$ cat src/rtl/stat_read_agent_pkg.sv
// Shared widths, read latency and FSM state encoding for the statistics read agent.
package stat_read_pkg;

  localparam int unsigned STAT_ADDR_W = 10;
  localparam int unsigned STAT_DATA_W = 64;
  localparam int unsigned STAT_RD_LAT = 2;

  typedef enum logic [2:0] {
    ST_IDLE  = 3'd0,
    ST_ISSUE = 3'd1,
    ST_WAIT  = 3'd2,
    ST_CAP   = 3'd3,
    ST_SOUT  = 3'd4
  } stat_state_e;

endpackage

$ cat src/rtl/stat_read_agent_if.sv
// Bundle of host, sweep-stream and memory read-port signals around stat_read_agent.
interface stat_read_agent_if;
  import stat_read_pkg::*;

  logic                   qHostReq;
  logic [STAT_ADDR_W-1:0] qvHostIdx;
  logic                   qHostAck;
  logic [STAT_DATA_W-1:0] qvHostData;
  logic                   qSweepStart;
  logic                   qSweepBusy;
  logic                   qSweepVal;
  logic                   qSweepRdy;
  logic [STAT_ADDR_W-1:0] qvSweepIdx;
  logic [STAT_DATA_W-1:0] qvSweepData;
  logic                   qSweepLast;
  logic                   qStatREn;
  logic [STAT_ADDR_W-1:0] qvStatRAddr;
  logic [STAT_DATA_W-1:0] qvStatRData;

  modport master (
    input  qHostReq, qvHostIdx, qSweepStart, qSweepRdy, qvStatRData,
    output qHostAck, qvHostData, qSweepBusy, qSweepVal, qvSweepIdx,
           qvSweepData, qSweepLast, qStatREn, qvStatRAddr
  );

  modport slave (
    output qHostReq, qvHostIdx, qSweepStart, qSweepRdy, qvStatRData,
    input  qHostAck, qvHostData, qSweepBusy, qSweepVal, qvSweepIdx,
           qvSweepData, qSweepLast, qStatREn, qvStatRAddr
  );

endinterface

$ cat src/rtl/stat_read_agent_sweep_ctrl.sv
// Sweep engine: element index counter, last-element detect and the valid/ready output register.
module stat_sweep_ctrl
  import stat_read_pkg::*;
#(
  parameter int unsigned STAT_CNT = 1024
) (
  input  logic                   i_clk,
  input  logic                   i_rst,
  input  logic                   i_start,
  input  logic                   i_rdy,
  input  logic                   i_load,
  input  logic [STAT_DATA_W-1:0] i_data,
  output logic                   o_busy,
  output logic                   o_fetch,
  output logic [STAT_ADDR_W-1:0] o_fetch_idx,
  output logic                   o_xfer,
  output logic                   o_val,
  output logic [STAT_ADDR_W-1:0] o_idx,
  output logic [STAT_DATA_W-1:0] o_data,
  output logic                   o_last
);

  localparam logic [STAT_ADDR_W-1:0] LP_LAST = STAT_ADDR_W'(STAT_CNT - 1);

  logic                   r_busy;
  logic [STAT_ADDR_W-1:0] r_cnt;
  logic                   r_val;
  logic [STAT_ADDR_W-1:0] r_idx;
  logic [STAT_DATA_W-1:0] r_data;
  logic                   r_last;
  logic                   w_xfer;

  assign w_xfer      = r_val & i_rdy;
  // Only one element is ever in flight, so a new fetch is wanted whenever nothing is held.
  assign o_fetch     = r_busy & ~r_val;
  assign o_fetch_idx = r_cnt;
  assign o_xfer      = w_xfer;
  assign o_busy      = r_busy;
  assign o_val       = r_val;
  assign o_idx       = r_idx;
  assign o_data      = r_data;
  assign o_last      = r_last;

  always_ff @(posedge i_clk or posedge i_rst) begin
    if (i_rst) begin
      r_busy <= 1'b0;
      r_cnt  <= '0;
      r_val  <= 1'b0;
      r_idx  <= '0;
      r_data <= '0;
      r_last <= 1'b0;
    end else begin
      if (i_start && !r_busy) begin
        r_busy <= 1'b1;
        r_cnt  <= '0;
      end
      if (i_load) begin
        r_val  <= 1'b1;
        r_idx  <= r_cnt;
        r_data <= i_data;
        r_last <= (r_cnt == LP_LAST);
      end
      if (w_xfer) begin
        r_val  <= 1'b0;
        r_last <= 1'b0;
        r_cnt  <= r_cnt + 1'b1;
        if (r_last) begin
          r_busy <= 1'b0;
        end
      end
    end
  end

endmodule

$ cat src/rtl/stat_read_agent.sv
// Read agent for the statistics memory: host single reads plus an optional table sweep.
// Sweep engine is built only when STAT_SWEEP_EN is defined; otherwise sweep outputs are tied 0.
module stat_read_agent
  import stat_read_pkg::*;
#(
  parameter int unsigned STAT_CNT = 1024
) (
  input  logic              i_clk,
  input  logic              i_rst,
  stat_read_agent_if.master bus
);

  localparam logic [STAT_ADDR_W:0] LP_CNT = (STAT_ADDR_W + 1)'(STAT_CNT);

  stat_state_e            r_state;
  logic                   r_ren;
  logic [STAT_ADDR_W-1:0] r_raddr;
  logic                   r_ack;
  logic [STAT_DATA_W-1:0] r_hdata;
  logic                   w_host_oor;

  assign w_host_oor      = ({1'b0, bus.qvHostIdx} >= LP_CNT);
  assign bus.qStatREn    = r_ren;
  assign bus.qvStatRAddr = r_raddr;
  assign bus.qHostAck    = r_ack;
  assign bus.qvHostData  = r_hdata;

`ifdef STAT_SWEEP_EN
  logic                   r_for_sweep;
  logic                   w_sw_fetch;
  logic                   w_sw_xfer;
  logic                   w_sw_load;
  logic [STAT_ADDR_W-1:0] w_sw_idx;

  assign w_sw_load = (r_state == ST_CAP) && r_for_sweep;

  stat_sweep_ctrl #(.STAT_CNT(STAT_CNT)) u_sweep (
    .i_clk       (i_clk),
    .i_rst       (i_rst),
    .i_start     (bus.qSweepStart),
    .i_rdy       (bus.qSweepRdy),
    .i_load      (w_sw_load),
    .i_data      (bus.qvStatRData),
    .o_busy      (bus.qSweepBusy),
    .o_fetch     (w_sw_fetch),
    .o_fetch_idx (w_sw_idx),
    .o_xfer      (w_sw_xfer),
    .o_val       (bus.qSweepVal),
    .o_idx       (bus.qvSweepIdx),
    .o_data      (bus.qvSweepData),
    .o_last      (bus.qSweepLast)
  );
`else
  logic w_unused;

  assign w_unused        = ^{bus.qSweepStart, bus.qSweepRdy};
  assign bus.qSweepBusy  = 1'b0;
  assign bus.qSweepVal   = 1'b0;
  assign bus.qvSweepIdx  = '0;
  assign bus.qvSweepData = '0;
  assign bus.qSweepLast  = 1'b0;
`endif

  // Fixed ISSUE -> WAIT -> CAP walk matches the STAT_RD_LAT=2 memory and spaces reads by >= 4 cycles.
  always_ff @(posedge i_clk or posedge i_rst) begin
    if (i_rst) begin
      r_state <= ST_IDLE;
      r_ren   <= 1'b0;
      r_raddr <= '0;
      r_ack   <= 1'b0;
      r_hdata <= '0;
`ifdef STAT_SWEEP_EN
      r_for_sweep <= 1'b0;
`endif
    end else begin
      r_ren <= 1'b0;
      r_ack <= 1'b0;
      case (r_state)
        ST_IDLE: begin
          if (bus.qHostReq) begin
            if (w_host_oor) begin
              r_ack   <= 1'b1;
              r_hdata <= '0;
            end else begin
              r_state <= ST_ISSUE;
              r_ren   <= 1'b1;
              r_raddr <= bus.qvHostIdx;
`ifdef STAT_SWEEP_EN
              r_for_sweep <= 1'b0;
`endif
            end
          end
`ifdef STAT_SWEEP_EN
          else if (w_sw_fetch) begin
            r_state     <= ST_ISSUE;
            r_ren       <= 1'b1;
            r_raddr     <= w_sw_idx;
            r_for_sweep <= 1'b1;
          end
`endif
        end
        ST_ISSUE: r_state <= ST_WAIT;
        ST_WAIT:  r_state <= ST_CAP;
        ST_CAP: begin
`ifdef STAT_SWEEP_EN
          if (r_for_sweep) begin
            r_state <= ST_SOUT;
          end else begin
            r_state <= ST_IDLE;
            r_ack   <= 1'b1;
            r_hdata <= bus.qvStatRData;
          end
`else
          r_state <= ST_IDLE;
          r_ack   <= 1'b1;
          r_hdata <= bus.qvStatRData;
`endif
        end
`ifdef STAT_SWEEP_EN
        ST_SOUT: begin
          if (w_sw_xfer) begin
            r_state <= ST_IDLE;
          end
        end
`endif
        default: r_state <= ST_IDLE;
      endcase
    end
  end

endmodule

$ cat src/flat_wrapper.sv
// flat-port wrapper written by rule: the top's interface ports become plain ports
module stat_read_agent_flat import stat_read_pkg::*;
#(
  parameter int unsigned STAT_CNT = 1024
)
  (i_clk, i_rst, bus_qHostReq, bus_qvHostIdx, bus_qSweepStart, bus_qSweepRdy, bus_qvStatRData, bus_qHostAck, bus_qvHostData, bus_qSweepBusy, bus_qSweepVal, bus_qvSweepIdx, bus_qvSweepData, bus_qSweepLast, bus_qStatREn, bus_qvStatRAddr);
  stat_read_agent_if bus_i ();
  input  logic i_clk;
  input  logic i_rst;
  input wire logic [$bits(bus_i.qHostReq)-1:0] bus_qHostReq;
  input wire logic [$bits(bus_i.qvHostIdx)-1:0] bus_qvHostIdx;
  input wire logic [$bits(bus_i.qSweepStart)-1:0] bus_qSweepStart;
  input wire logic [$bits(bus_i.qSweepRdy)-1:0] bus_qSweepRdy;
  input wire logic [$bits(bus_i.qvStatRData)-1:0] bus_qvStatRData;
  output wire logic [$bits(bus_i.qHostAck)-1:0] bus_qHostAck;
  output wire logic [$bits(bus_i.qvHostData)-1:0] bus_qvHostData;
  output wire logic [$bits(bus_i.qSweepBusy)-1:0] bus_qSweepBusy;
  output wire logic [$bits(bus_i.qSweepVal)-1:0] bus_qSweepVal;
  output wire logic [$bits(bus_i.qvSweepIdx)-1:0] bus_qvSweepIdx;
  output wire logic [$bits(bus_i.qvSweepData)-1:0] bus_qvSweepData;
  output wire logic [$bits(bus_i.qSweepLast)-1:0] bus_qSweepLast;
  output wire logic [$bits(bus_i.qStatREn)-1:0] bus_qStatREn;
  output wire logic [$bits(bus_i.qvStatRAddr)-1:0] bus_qvStatRAddr;
  assign bus_i.qHostReq = bus_qHostReq;
  assign bus_i.qvHostIdx = bus_qvHostIdx;
  assign bus_i.qSweepStart = bus_qSweepStart;
  assign bus_i.qSweepRdy = bus_qSweepRdy;
  assign bus_i.qvStatRData = bus_qvStatRData;
  assign bus_qHostAck = bus_i.qHostAck;
  assign bus_qvHostData = bus_i.qvHostData;
  assign bus_qSweepBusy = bus_i.qSweepBusy;
  assign bus_qSweepVal = bus_i.qSweepVal;
  assign bus_qvSweepIdx = bus_i.qvSweepIdx;
  assign bus_qvSweepData = bus_i.qvSweepData;
  assign bus_qSweepLast = bus_i.qSweepLast;
  assign bus_qStatREn = bus_i.qStatREn;
  assign bus_qvStatRAddr = bus_i.qvStatRAddr;
  stat_read_agent #(.STAT_CNT(STAT_CNT)) u_core (.i_clk(i_clk), .i_rst(i_rst), .bus(bus_i));
endmodule
$ cat config.mk
export PLATFORM = sky130hd
export DESIGN_NAME = stat_read_agent_flat
export DESIGN_NICKNAME = d
export VERILOG_FILES = /design/src/rtl/stat_read_agent_pkg.sv /design/src/rtl/stat_read_agent_if.sv /design/src/rtl/stat_read_agent_sweep_ctrl.sv /design/src/rtl/stat_read_agent.sv /design/src/flat_wrapper.sv
export SDC_FILE = /design/constraint.sdc
export NUM_CORES = 1
export LEC_CHECK = 0
export CORE_ASPECT_RATIO = 0.75
export CORE_MARGIN = 2
export CORE_UTILIZATION = 38
export DETAILED_ROUTE_END_ITERATION = 8
export GPL_ROUTABILITY_DRIVEN = 1
export PLACE_DENSITY = 0.84
export SYNTH_ARGS = -nofsm -noshare
export SYNTH_HDL_FRONTEND = slang
export SYNTH_SLANG_ARGS = --single-unit
$ cat constraint.sdc
create_clock -name i_clk -period 3.4 [get_ports i_clk]
set_input_delay 0.85 -clock i_clk [delete_from_list [all_inputs] [get_ports i_clk]]
set_output_delay 0.85 -clock i_clk [all_outputs]
set_load 0.01 [all_outputs]
# After elaboration in Yosys (flattened, before gate mapping)
# Index checks and enable logic that the tools add are counted.
[word_totals] ff_bits=79 latch_bits=0 input_bits=79 elab_cells=16 rom_bits=0 out_inout_bits=153 ramBits=0 memories=0
[op_classes] mux=5 reduce_logical=2 magnitude_cmp=0 n_addsub=0 shifts=0 multipliers=0 eq_ne=4 n_div=0 bitwise_logic=0
[op_table] op="3-bit case mux with 3 select lines" count=1
[op_table] op="3-bit by 2-bit == test with 1-bit output (second input constant)" count=2
[op_table] op="3-bit by 1-bit == test with 1-bit output (second input constant)" count=1
[op_table] op="3-bit zero test" count=1
[op_table] op="1-bit two-way mux" count=3
[op_table] op="3-bit two-way mux" count=1
[op_table] op="2-bit != test (second input constant)" count=1
[op_table] op="2-bit AND reduction" count=1

# Depth between registers and ports, before layout
[depth] depth_word=2 mapped_depth=5 mapped_depth_nobuf=4

# Least setup slack after synthesis
# No wires, ideal clock.
[synth_timing] path_kind="input port to flip-flop" start="input port bus_qHostReq" end="register u_core.r_raddr[0] (netlist: u_core.bus.qvStatRAddr[0])" t_required_ns=3.275 t_arrival_ns=1.361 setup_time_ns=0.125 path_stages=3 setup_slack_ns=1.914 n_path_buf=1 cell_sequence="nand2_2 > buf_6 > mux2_4"
[synth_between] elab_chain_cells=1
[synth_rtl] element="start, declared" line="flat_wrapper.sv:10" text="input wire logic [$bits(bus_i.qHostReq)-1:0] bus_qHostReq;"
[synth_rtl] element="2-bit AND reduction (no line)"
[synth_rtl] element="end signal, assigned" line="stat_read_agent.sv:87" text="r_raddr <= bus.qvHostIdx;"
[synth_rtl] element="end, declared" line="stat_read_agent.sv:17" text="logic [STAT_ADDR_W-1:0] r_raddr;"
# No other way between the ends.
# A chain may end at the register's enable or synchronous reset.

# Worst setup path after layout
[layout_timing] start="register u_core.r_hdata[25] (netlist: u_core.bus.qvHostData[25])" end="output port bus_qvHostData[25]"
[layout_rtl] element="start, declared" line="stat_read_agent.sv:19" text="logic [STAT_DATA_W-1:0] r_hdata;"
[layout_rtl] element="start signal, assigned" line="stat_read_agent.sv:116" text="r_hdata <= bus.qvStatRData;"
[layout_rtl] element="end, declared" line="flat_wrapper.sv:16" text="output wire logic [$bits(bus_i.qvHostData)-1:0] bus_qvHostData;"
# No word-level cell between the ends.

==> qor.txt <==
status: finished clean
Final Hold Vio Count: 0
I/O pins: 232
average vias per placed instance: 3.97
CP max FO: 2
global-route wire length before repair: 12.0 mm
residual DRC count: 0
synth unique cells: 15
Synth Area in Compound Gates: 0.226%
GR Util All Layers: 14.0%
Required @ worst endpoint: 2.55 ns
cell area after synthesis: 3880 sq um
synth top area cells: dfrtp_1 (50%), mux2_4 (27%), buf_4 (15%)
final period utilization: 61.8%
clock power share: 19.0%
post-synthesis adder-cell area fraction: 1.29%
clk root buf: clkbuf_16
DR iter-0 viols: 53
final cell count without fillers: 546
post-synthesis sequential area ratio: 50.3%
Logic pwr share: 48.7%
Setup Crit Path Kind: flip-flop to output pin
largest family of logic cells by synthesized area: multiplexers
vias in the first global route: 2273
layout cell share with drive strength beyond 1: 23.4%
initial antenna violation count: 0
Critical Path Source Type: flip-flop
Die Y: 91.6 um
RSZ-0062 raised after global routing: false
crit end category: output pin
yosys warns: 0
Final Max Tran Viols: 0
CTS tree: yes
DIE AREA: 11100 sq um
CP top delay family: buffers and inverters
Worst Clk Skew: 0.00349 ns
final WL: 7.73 mm
antenna-violating nets left: 0
post-CTS sizing: 0
critical-path cell list: clkdlybuf4s50_1
Least-Margin Pin Slew: 0.687 ns
Clock transition at path regs: 0.06 ns
largest net degree at the start of global routing: 42
Rows: 31
Die X: 121 um
Sequential Power Share: 32.2%
Hold Buf Count CTS: 0
post-synth top area share: 50.3%
Cells after DPL: 530
commonest non-fill, non-tap cell in the layout: clkdlybuf4s50_1
TritonCTS buffer count: 9
worst min path class: flip-flop to flip-flop
final setup fails: 0
Synth area leader: dfrtp_1
IR drop worst, VDD: 0.000486 V
synth-to-layout area growth: 41.7%
worst-skew pair later-pin latency: 0.32 ns
fmax: 476 MHz
simple logic cell fraction of the synthesized area: 0.773%
final setup TNS: 0 ns
worst rel slew slack: 54.2%
CP max stage delay: 0.56 ns
Int Pwr: 0.00375 W
Mapped Cells: 253
post-DR wirelength/cell: 14.2 um
CP arrival: 1.25 ns
switching portion of total power: 28.6%
Pwr Density: 955 nW/um^2
post-DP HPWL: 5.67 mm
I/O Buffers: 152
most frequent cells in the layout: clkdlybuf4s50_1 (152), dfrtp_1 (78), conb_1 (77), mux2_4 (69), clkbuf_16 (9)
H-tree Lvls: 3
drt pass-1 iters: 4
final core occ: 56.1%
setup repair bufs after CTS: 0
Initial Util: 39.6%
syn avg cell area: 15.4 sq um
P_leak: 2.54 nW
number of synthesized register bits: 78
Layout Nets: 492
Buffers & Inverters on Critical Path: 1
Core Region: 9810 sq um
GRT overflow: 0
antenna diode count: 0
Tmin final: 2.10 ns
Max-Cap Viols: 0
Synth Area in XOR/XNOR: 0%
CTS max path bufs: 2
vias: 2165
GPL Wtd Cong: 0.682
reported net switching power: 0.00151 W
Worst path slowest cell: clkdlybuf4s50_1
CTS sink cnt: 78
mux cell area share after synthesis: 28.4%
## layout make-up
type / instances / area [sq um]
multi-input combinational: 162 / 1490
inverter: 4 / 16.3
clock inverter: 6 / 86.3
tap: 132 / 165
timing repair buffer: 154 / 1560
fill: 824 / 4310
sequential: 78 / 1950
clock buffer: 10 / 229
## through the flow
| step | hold WS, ns | worst slack [ns] | area, sq um | total power [W] |
|---|---|---|---|---|
| 6_report | 0.505 | 1.30 | 5500 | 0.00526 |
| 5_1_grt | 0.520 | 1.23 | 5500 | 0.00556 |
| 4_1_cts | 0.510 | 1.27 | 5500 | 0.00533 |
| 3_5_place_dp | 0.491 | 1.27 | 5190 | 0.00427 |
| 3_3_place_gp | 0.489 | 1.29 | 5190 | 0.00420 |
| 2_1_floorplan | 0.550 | 0.555 | 4170 | 0.00323 |
## sequential cells by signal, indices dropped and copies added, names as in the netlist
name and count:
u_core.bus.qvHostData 64, u_core.bus.qvStatRAddr 10, u_core.r_state 2, u_core.bus.qHostAck 1, u_core.bus.qStatREn 1
## routing by layer
layer,GRT usage (%),part of all wire (%),vias up
li1,-,-,994
met1,17.7,43,1047
met2,22.8,47,116
met3,4.84,8.3,8
met4,3.78,1.1,0
met5,0,0,-
## power by group through the flow
stage               clock (W)  combinational (W)  sequential [W]
floorplan                   0            0.00134         0.00189
global placement            0            0.00253         0.00167
detailed placement          0            0.00258         0.00169
CTS                   0.00104            0.00260         0.00170
global route          0.00108            0.00272         0.00176
finish                0.00100            0.00256         0.00169
## synthesized netlist by cell type (all sizes together)
| cell | count |
|---|---|
| buf | 85 |
| inv | 4 |
| nand2b | 1 |
| ha | 4 |
| or2 | 1 |
| dfrtp | 78 |
| nor3b | 1 |
| nand2 | 2 |
| mux2 | 75 |
| a31o | 1 |
| conb | 1 |
## worst reg2reg max path, delay by kind of cell, from the launching register on
family | cells | cell delay [ns]
DFF | 1 | 0.45
muxes | 1 | 0.39
buffers and inverters | 1 | 0.35
adders and majority gates | 1 | 0.51
## cell families (layout without fill, tap and decap cells)
group / Yosys count / after routing
buffers and inverters: 89 / 174
flip-flops: 78 / 78
multiplexers: 75 / 75
AND/OR/NAND/NOR: 5 / 5
adder cells (fa/ha/maj): 4 / 4
other: 1 / 77
AO/OA/AOI/OAI: 1 / 1
## path summary, 6_finish.rpt
kind	start	endpoint	slack, ns	cells past startpoint
setup / recovery	u_core.bus.qvHostData[25]	bus_qvHostData[25]	1.30	1
hold / removal	u_core.bus.qvHostData[23]	u_core.bus.qvHostData[23]	0.50	1
setup reg to reg	u_core.r_state[1]	u_core.bus.qvHostData[22]	1.58	3
hold reg to reg	u_core.bus.qvHostData[23]	u_core.bus.qvHostData[23]	0.50	1
max in group asynchronous	i_rst	u_core.bus.qvHostData[51]	1.81	3
min in group asynchronous	i_rst	u_core.bus.qvHostData[14]	0.93	2
Note: power is estimated with default switching activity, not from simulation.
